--- src/rtl/prog_mem_loadable.sv ---
// Loadable program memory: streaming valid/ready load port, registered fetch port.
// Per-word valid bits mask stale contents so unwritten words read as NOP.
module prog_mem_loadable #(
  parameter int ADDR_W = 8,
  parameter int DATA_W = 17,
  parameter int DEPTH  = 256
) (
  input  logic              clk,
  input  logic              reset,
  input  logic              load_start,
  input  logic              load_valid,
  output logic              load_ready,
  input  logic [DATA_W-1:0] load_data,
  input  logic              load_last,
  output logic              load_done,
  output logic [ADDR_W:0]   load_count,
  output logic              busy,
  input  logic              fetch_en,
  input  logic [ADDR_W-1:0] address,
  output logic [DATA_W-1:0] prog_data,
  output logic              fetch_valid
);

  localparam int IW = (DEPTH > 1) ? $clog2(DEPTH) : 1;

  localparam logic [1:0] S_IDLE = 2'd0;
  localparam logic [1:0] S_LOAD = 2'd1;
  localparam logic [1:0] S_RUN  = 2'd2;

  localparam logic [IW-1:0]   LAST_W  = IW'(DEPTH - 1);
  localparam logic [ADDR_W:0] DEPTH_A = (ADDR_W + 1)'(DEPTH);

  logic [1:0]        state_q, state_d;
  logic [IW-1:0]     wr_ptr_q, wr_ptr_d;
  logic [ADDR_W:0]   cnt_q, cnt_d;
  logic [DEPTH-1:0]  valid_q, valid_d;
  logic              done_q, done_d;
  logic [DATA_W-1:0] pd_q, pd_d;
  logic              fv_q, fv_d;
  logic [DATA_W-1:0] mem_q [DEPTH];

  logic          in_load;
  logic          xfer;
  logic          fin;
  logic          hit;
  logic [IW-1:0] ridx;

  assign in_load = (state_q == S_LOAD);
  assign xfer    = in_load & load_valid;
  assign fin     = xfer & (load_last | (wr_ptr_q == LAST_W));
  assign ridx    = address[IW-1:0];
  assign hit     = ({1'b0, address} < DEPTH_A) && valid_q[ridx];

  always_comb begin
    state_d  = state_q;
    wr_ptr_d = wr_ptr_q;
    cnt_d    = cnt_q;
    valid_d  = valid_q;
    done_d   = 1'b0;
    pd_d     = pd_q;
    fv_d     = 1'b0;
    unique case (1'b1)
      in_load: begin
        // A stalled fetch stage sees NOP while the program is rewritten
        pd_d = '0;
        if (xfer) begin
          valid_d[wr_ptr_q] = 1'b1;
          wr_ptr_d          = wr_ptr_q + 1'b1;
          cnt_d             = cnt_q + 1'b1;
        end
        if (fin) begin
          state_d = S_RUN;
          done_d  = 1'b1;
        end
      end
      default: begin
        if (fetch_en) begin
          pd_d = hit ? mem_q[ridx] : '0;
          fv_d = 1'b1;
        end
        if (load_start) begin
          state_d  = S_LOAD;
          valid_d  = '0;
          wr_ptr_d = '0;
          cnt_d    = '0;
        end
      end
    endcase
  end

  always_ff @(posedge clk or negedge reset) begin
    if (!reset) begin
      state_q  <= S_IDLE;
      wr_ptr_q <= '0;
      cnt_q    <= '0;
      valid_q  <= '0;
      done_q   <= 1'b0;
      pd_q     <= '0;
      fv_q     <= 1'b0;
    end else begin
      state_q  <= state_d;
      wr_ptr_q <= wr_ptr_d;
      cnt_q    <= cnt_d;
      valid_q  <= valid_d;
      done_q   <= done_d;
      pd_q     <= pd_d;
      fv_q     <= fv_d;
    end
  end

  // Array has no reset; the valid bits hide whatever it holds
  always_ff @(posedge clk) begin
    if (xfer) mem_q[wr_ptr_q] <= load_data;
  end

  assign load_ready  = in_load;
  assign busy        = in_load;
  assign load_done   = done_q;
  assign load_count  = cnt_q;
  assign prog_data   = pd_q;
  assign fetch_valid = fv_q;

endmodule
--- config.mk ---
export PLATFORM = sky130hd
export DESIGN_NAME = prog_mem_loadable
export DESIGN_NICKNAME = d
export VERILOG_FILES = /design/src/rtl/prog_mem_loadable.sv
export SDC_FILE = /design/constraint.sdc
export NUM_CORES = 2
export LEC_CHECK = 0
export CAP_MARGIN = 20
export CORE_ASPECT_RATIO = 1.75
export CORE_MARGIN = 2
export CORE_UTILIZATION = 45
export CTS_CLUSTER_SIZE = 8
export DETAILED_ROUTE_END_ITERATION = 10
export SLEW_MARGIN = 20
export SYNTH_ARGS = -nofsm -noshare
export SYNTH_HDL_FRONTEND = slang
export SYNTH_MEMORY_MAX_BITS = 65536
export SYNTH_SLANG_ARGS = --single-unit
--- constraint.sdc ---
create_clock -name clk -period 3.8 [get_ports clk]
set_input_delay 0.76 -clock clk [delete_from_list [all_inputs] [get_ports clk]]
set_output_delay 0.76 -clock clk [all_outputs]
set_load 0.02 [all_outputs]
=== Word-level counts from Yosys, hierarchy flattened ===
Memory sizes are Yosys's and may differ from the RTL's.
Index checks and enable logic that the tools add are counted.

* Memories: 1
* Word-level logic and storage cells: 51
* Bits of input ports: 31
* Latch bits: 0
* Output and inout bits: 30
* ROM bits: 0
* Flip-flop bits (word level): 294
* RAM bits: 4,352

{| class="wikitable"
|+ Memories
! name !! depth !! bits a word !! rd ports !! clocked after Yosys merged registers in !! write ports !! RTL line !! text
|-
| mem_q || 256 || 17 || 1 || 0 || 1 || 40 || <nowiki>logic [DATA_W-1:0] mem_q [DEPTH];</nowiki>
|}

* $lt $le $gt $ge: 3
* Bitwise logic cells: 4
* $add $sub $neg: 2
* Eq/ne operators: 4
* Multiplexer cells: 25
* Shift operators: 0
* Multiply operators: 0
* Div/mod/pow operators: 0
* Reduce and logical (&&, ||, !) cells: 5

{| class="wikitable"
|+ Operator list
! cell !! count
|-
| two-way mux 256 bit || 3
|-
| bitwise OR 256 bit || 1
|-
| two-way mux 17 bit || 3
|-
| two-way mux 9 bit || 3
|-
| two-way mux 8 bit || 3
|-
| < comparator 8 x 9 -> 1 bit, second input constant || 2
|-
| adder 9 x 1 -> 9 bit, second input constant || 1
|-
| adder 8 x 1 -> 8 bit, second input constant || 1
|-
| binary-select mux 1 bit (select 8 bit) || 1
|-
| demux 1 bit (select 8 bit) || 1
|-
| equality test 8 bit, second input constant || 1
|-
| >= comparator 8 x 1 -> 1 bit, second input constant || 1
|-
| two-way mux 1 bit || 8
|-
| two-way mux 2 bit || 3
|-
| != test 2 x 1 -> 1 bit, second input constant || 2
|-
| AND reduction 2 bit || 2
|-
| nonzero test 2 bit || 2
|-
| bitwise AND 1 bit || 2
|-
| equality test 2 x 1 -> 1 bit, second input constant || 1
|-
| logical AND 1 bit || 1
|-
| bitwise OR 1 bit || 1
|}

=== Logic depth before layout (Yosys ltp) ===
* Depth in word-level cells: 7
* Gate-level depth with buffers: 12
* Gate-level depth less buffers: 9

=== Worst setup path after synthesis ===
Ideal clock, no wire load.

* Kind: in2reg
* Start: in address[1]
* End: reg pd_q[0] (netlist: prog_data[0])
* Arrival time: 3.024 ns
* Path slack: 0.655 ns
* Stages on the path: 12
* Data required time: 3.679 ns
* Buffers on the path: 5
* Setup time: 0.121 ns
* Cell sequence: buf_6 -> buf_4 -> buf_2 -> buf_2 -> clkbuf_1 -> mux4_2 -> a22oi_1 -> a21oi_1 -> nor4_1 -> o22ai_1 -> or2_0 -> a22o_1

* Word-level cells in the longest chain between the ends: 5
* Elaborated cells between the ends (all ways): 6
* Those cells by class: mux: 5; memory: 1

{| class="wikitable"
|+ RTL lines
! element !! RTL line !! text
|-
| from (decl) || 19 || <nowiki>input logic [ADDR_W-1:0] address,</nowiki>
|-
| binary-select mux 1 bit (select 8 bit) || 52 || <nowiki>assign hit = ({1'b0, address} < DEPTH_A) && valid_q[ridx];</nowiki>
|-
| two-way mux 1 bit (not written as such) || 52 ||
|-
| two-way mux 17 bit (*) || 78 || <nowiki>pd_d = hit ? mem_q[ridx] : '0;</nowiki>
|-
| two-way mux 17 bit (*) || 77 || <nowiki>if (fetch_en) begin</nowiki>
|-
| two-way mux 17 bit (*) || 62 || <nowiki>unique case (1'b1)</nowiki>
|-
| to (signal assigned) || 106 || <nowiki>pd_q <= pd_d;</nowiki>
|-
| to (decl) || 38 || <nowiki>logic [DATA_W-1:0] pd_q, pd_d;</nowiki>
|}

Every way passes the cells marked *; elsewhere a longest branch is shown, timed or not. The select of a mux whose other input is x is not followed.
A chain may end at the register's enable or synchronous reset.

=== Worst setup path after layout ===
* Start: in address[1]
* End: reg pd_q[6] (netlist: prog_data[6])

Same word-level chain as after synthesis.

==> impl_metrics.json <==
{
  "synth_top_family_by_area": "multiplexers",
  "synth_compound_area_frac": 0.0421,
  "ios": 61,
  "comb_power_share": 0.059,
  "grt_pass1_vias": 95100,
  "final_max_slew_viol_count": 0,
  "timing.critical_path.slowest_cell_delay_ns": 0.59,
  "track_usage": 0.243,
  "async_reset_ff_frac": 0.0633,
  "synth_top_area_frac": 0.738,
  "core_area_um2": 392000,
  "clk_pin_slew_ns": 0.05,
  "grt_max_degree": 127,
  "ys_dominant_reg_cell": "edfxtp_1",
  "p_seq_frac": 0.489,
  "start_kind": "primary input",
  "fin_area_um2": 211000,
  "finalWirelength_mm": 486,
  "yosysSeqAreaShare": 0.779,
  "cellLeakagePower_uw": 0.0702,
  "htreeDepth": 6,
  "row_count": 304,
  "ys_seq_elements": 4646,
  "place_ws_ns": -1.09,
  "placed_cell_area_um2": 193000,
  "crit_start": "address[1]",
  "vias_per_cell": 6.05,
  "syn_avg_cell_area_um2": 22.0,
  "cts-buffers-inserted": 655,
  "nNetsFinal": 9438,
  "yosysTopAreaCell": "edfxtp_1",
  "yosys-top-cells-count": "edfxtp_1, mux4_2, a22oi_1",
  "die_h_um": 834,
  "critPathRequiredTime_ns": 4.64,
  "p_int_uw": 90300,
  "tightest_slew_ns": 1.34,
  "drive_above_1_share": 0.327,
  "clock-sinks": 4646,
  "multi_input_area_um2": 36900,
  "pwr_density_cell_nw_per_um2": 547,
  "path_common_cell": "buf_4",
  "hold_viol_final": 0,
  "firstDrtPassIters": 6,
  "place.port_buffers": 60,
  "yosysWarnings": 0,
  "path_cells": "buf_8, buf_4, buf_4, mux4_2, a22oi_1, buf_4, a21oi_1, nor4_2, buf_4, o22ai_1, or2_0, a22o_1",
  "min_from": "load_data[11]",
  "syn_nets": 8098,
  "synth_area_um2": 177000,
  "ant_nets": 0,
  "cts_root_buf": "clkbuf_16",
  "cts_tree": "done",
  "wl_per_cell_um": 32.6,
  "p_switching_uw": 25000,
  "postCtsSetupRepairBufs": 0,
  "cap_violations": 0,
  "dr_total_vias": 90100,
  "drc": 0,
  "yosysUniqueCellTypes": 51,
  "fin_crit_sh": 0.976,
  "end_kind": "flop",
  "synth_edf_count": 4352,
  "finalCriticalPeriod_ns": 3.71,
  "globalRouteOverflowTotal": 0,
  "clockBufferDepth": 4,
  "synth_adder_area_share": 0.000353,
  "total_power_uw": 115000,
  "drt_iter0_drc": 9459,
  "place.gp.congestion": 0.902,
  "dpl.hpwl_mm": 314,
  "peakVddDrop_v": 0.000406,
  "muxShareOfSynthArea": 0.148,
  "rsz0062_at_grt": "no",
  "max_clock_freq_mhz": 270,
  "synth-simple-area-share": 0.0156,
  "switching_share": 0.217,
  "hold_path_class": "in2reg",
  "clock_latency_ns": 0.97,
  "reg2reg_from": "mem_q[119][15]",
  "clkPwrFrac": 0.452,
  "synth_cells": 8062,
  "fin_worst_skew_ns": 0.0572,
  "setup_viol": 0,
  "crit_slowest_cell": "nor4_2",
  "dieArea_um2": 399000,
  "path_buf_inv": 5,
  "crit_family": "buffers and inverters",
  "worstSetupPathType": "in2reg",
  "synthMostInstantiatedCell": "edfxtp_1",
  "die_w_um": 478,
  "start_util": 0.452,
  "crit_arrival_ns": 4.55,
  "synth_xor_area_frac": 0.000247,
  "regArea_um2": 138000,
  "netlist_top_cells_area": "edfxtp_1, mux4_2, dfrtp_1, a22oi_1, nor2_1",
  "antenna_found_initial": 29,
  "slew-limit-headroom": 0.104,
  "area_growth_pct": 18.9,
  "layout_setup_ws_ns": 0.0913,
  "fillers": 29800,
  "cp_max_fo": 17,
  "status": "finished clean",
  "grt_pass1_wl_mm": 696
}
==> path summary, 6_finish.rpt <==
kind                       depth (start not counted)        endpoint  slack [ns]
min                                                1  mem_q[176][11]        0.16
max                                               12    prog_data[6]        0.09
max reg2reg                                       10   prog_data[15]        0.44
max in group asynchronous                          3     valid_q[47]        2.32
min reg2reg                                        1     valid_q[87]        0.47
min in group asynchronous                          2     valid_q[74]        0.51
==> metal layers <==
metal	wire length, µm	vias up	GRT usage
li1	-	36700	-
met1	175000	48700	0.292
met2	256000	3751	0.428
met3	30200	933	0.0352
met4	25300	12	0.118
met5	82	-	0
==> timing repair <==
item	CTS	global route
setup endpoints to repair	1	0
endpoints found under the hold margin	84	0
gates resized for setup	1	0
hold buffers	1	0
==> sequential cells by signal, summed over array words and instances, names as in the netlist <==
signal / cells
state_q: 2
load_count: 9
fetch_valid: 1
wr_ptr_q: 8
load_done: 1
valid_q: 256
prog_data: 17
mem_q: 4352
==> stage by stage <==
step	std cells	setup TNS (ns)	hold slack, ns	util
2_1_floorplan	8062	0	0.441	-
3_3_place_gp	13900	-11.84	0.450	0.492
3_5_place_dp	13900	-11.27	0.460	0.492
4_1_cts	14900	0	0.189	0.538
5_1_grt	14900	0	0.136	0.538
6_report	14900	0	0.163	0.538
==> cell type report <==
type,instances,share of cell area
clock inverters,41,0.00254
inverters,10,0.000178
flip-flops and latches,4646,0.655
well taps,5202,0.0309
clock buffers,882,0.0829
repair buffers,1178,0.0527
multi-input cells,2911,0.175
diodes,26,0.000309
==> kinds of logic after synthesis <==
logic type | after synthesis
flip-flops | 4646
multiplexers | 1173
AO/OA/AOI/OAI | 1090
AND/OR/NAND/NOR | 638
buffers and inverters | 505
XOR/XNOR | 5
adder cells (fa/ha/maj) | 5
==> power groups by stage <==
stage	combinational (µW)	sequential (µW)	clock (µW)
after floorplan	2950	57300	0
after global placement	6710	57300	0
final	6830	56400	52100
after detailed placement	6830	57300	0
after global routing	7110	56300	55000
after CTS	6840	56400	52900
==> cell usage in the layout (no fill, tap or decap), drive strengths merged, types with 5 or more instances in the layout <==
master         netlist  routed
edfxtp            4352    4352
mux4              1150    1150
buf                263    1139
clkbuf             232     882
a22oi              549     549
nor2               442     442
dfrtp              294     294
a21oi              282     282
a21o               160     160
nor4                69      69
clkdlybuf4s50        0      38
o22ai               34      34
nand2               34      34
inv                 10      33
nand3               31      31
diode                0      26
or2                 20      20
a22o                19      19
clkinv               0      17
mux2i               16      16
nor2b               16      16
o21ai               13      13
o21a                 9       9
nand4                8       8
o211ai               8       8
mux2                 7       7
ha                   5       5
nand2b               5       5
Power figures use the tool's default switching activity.
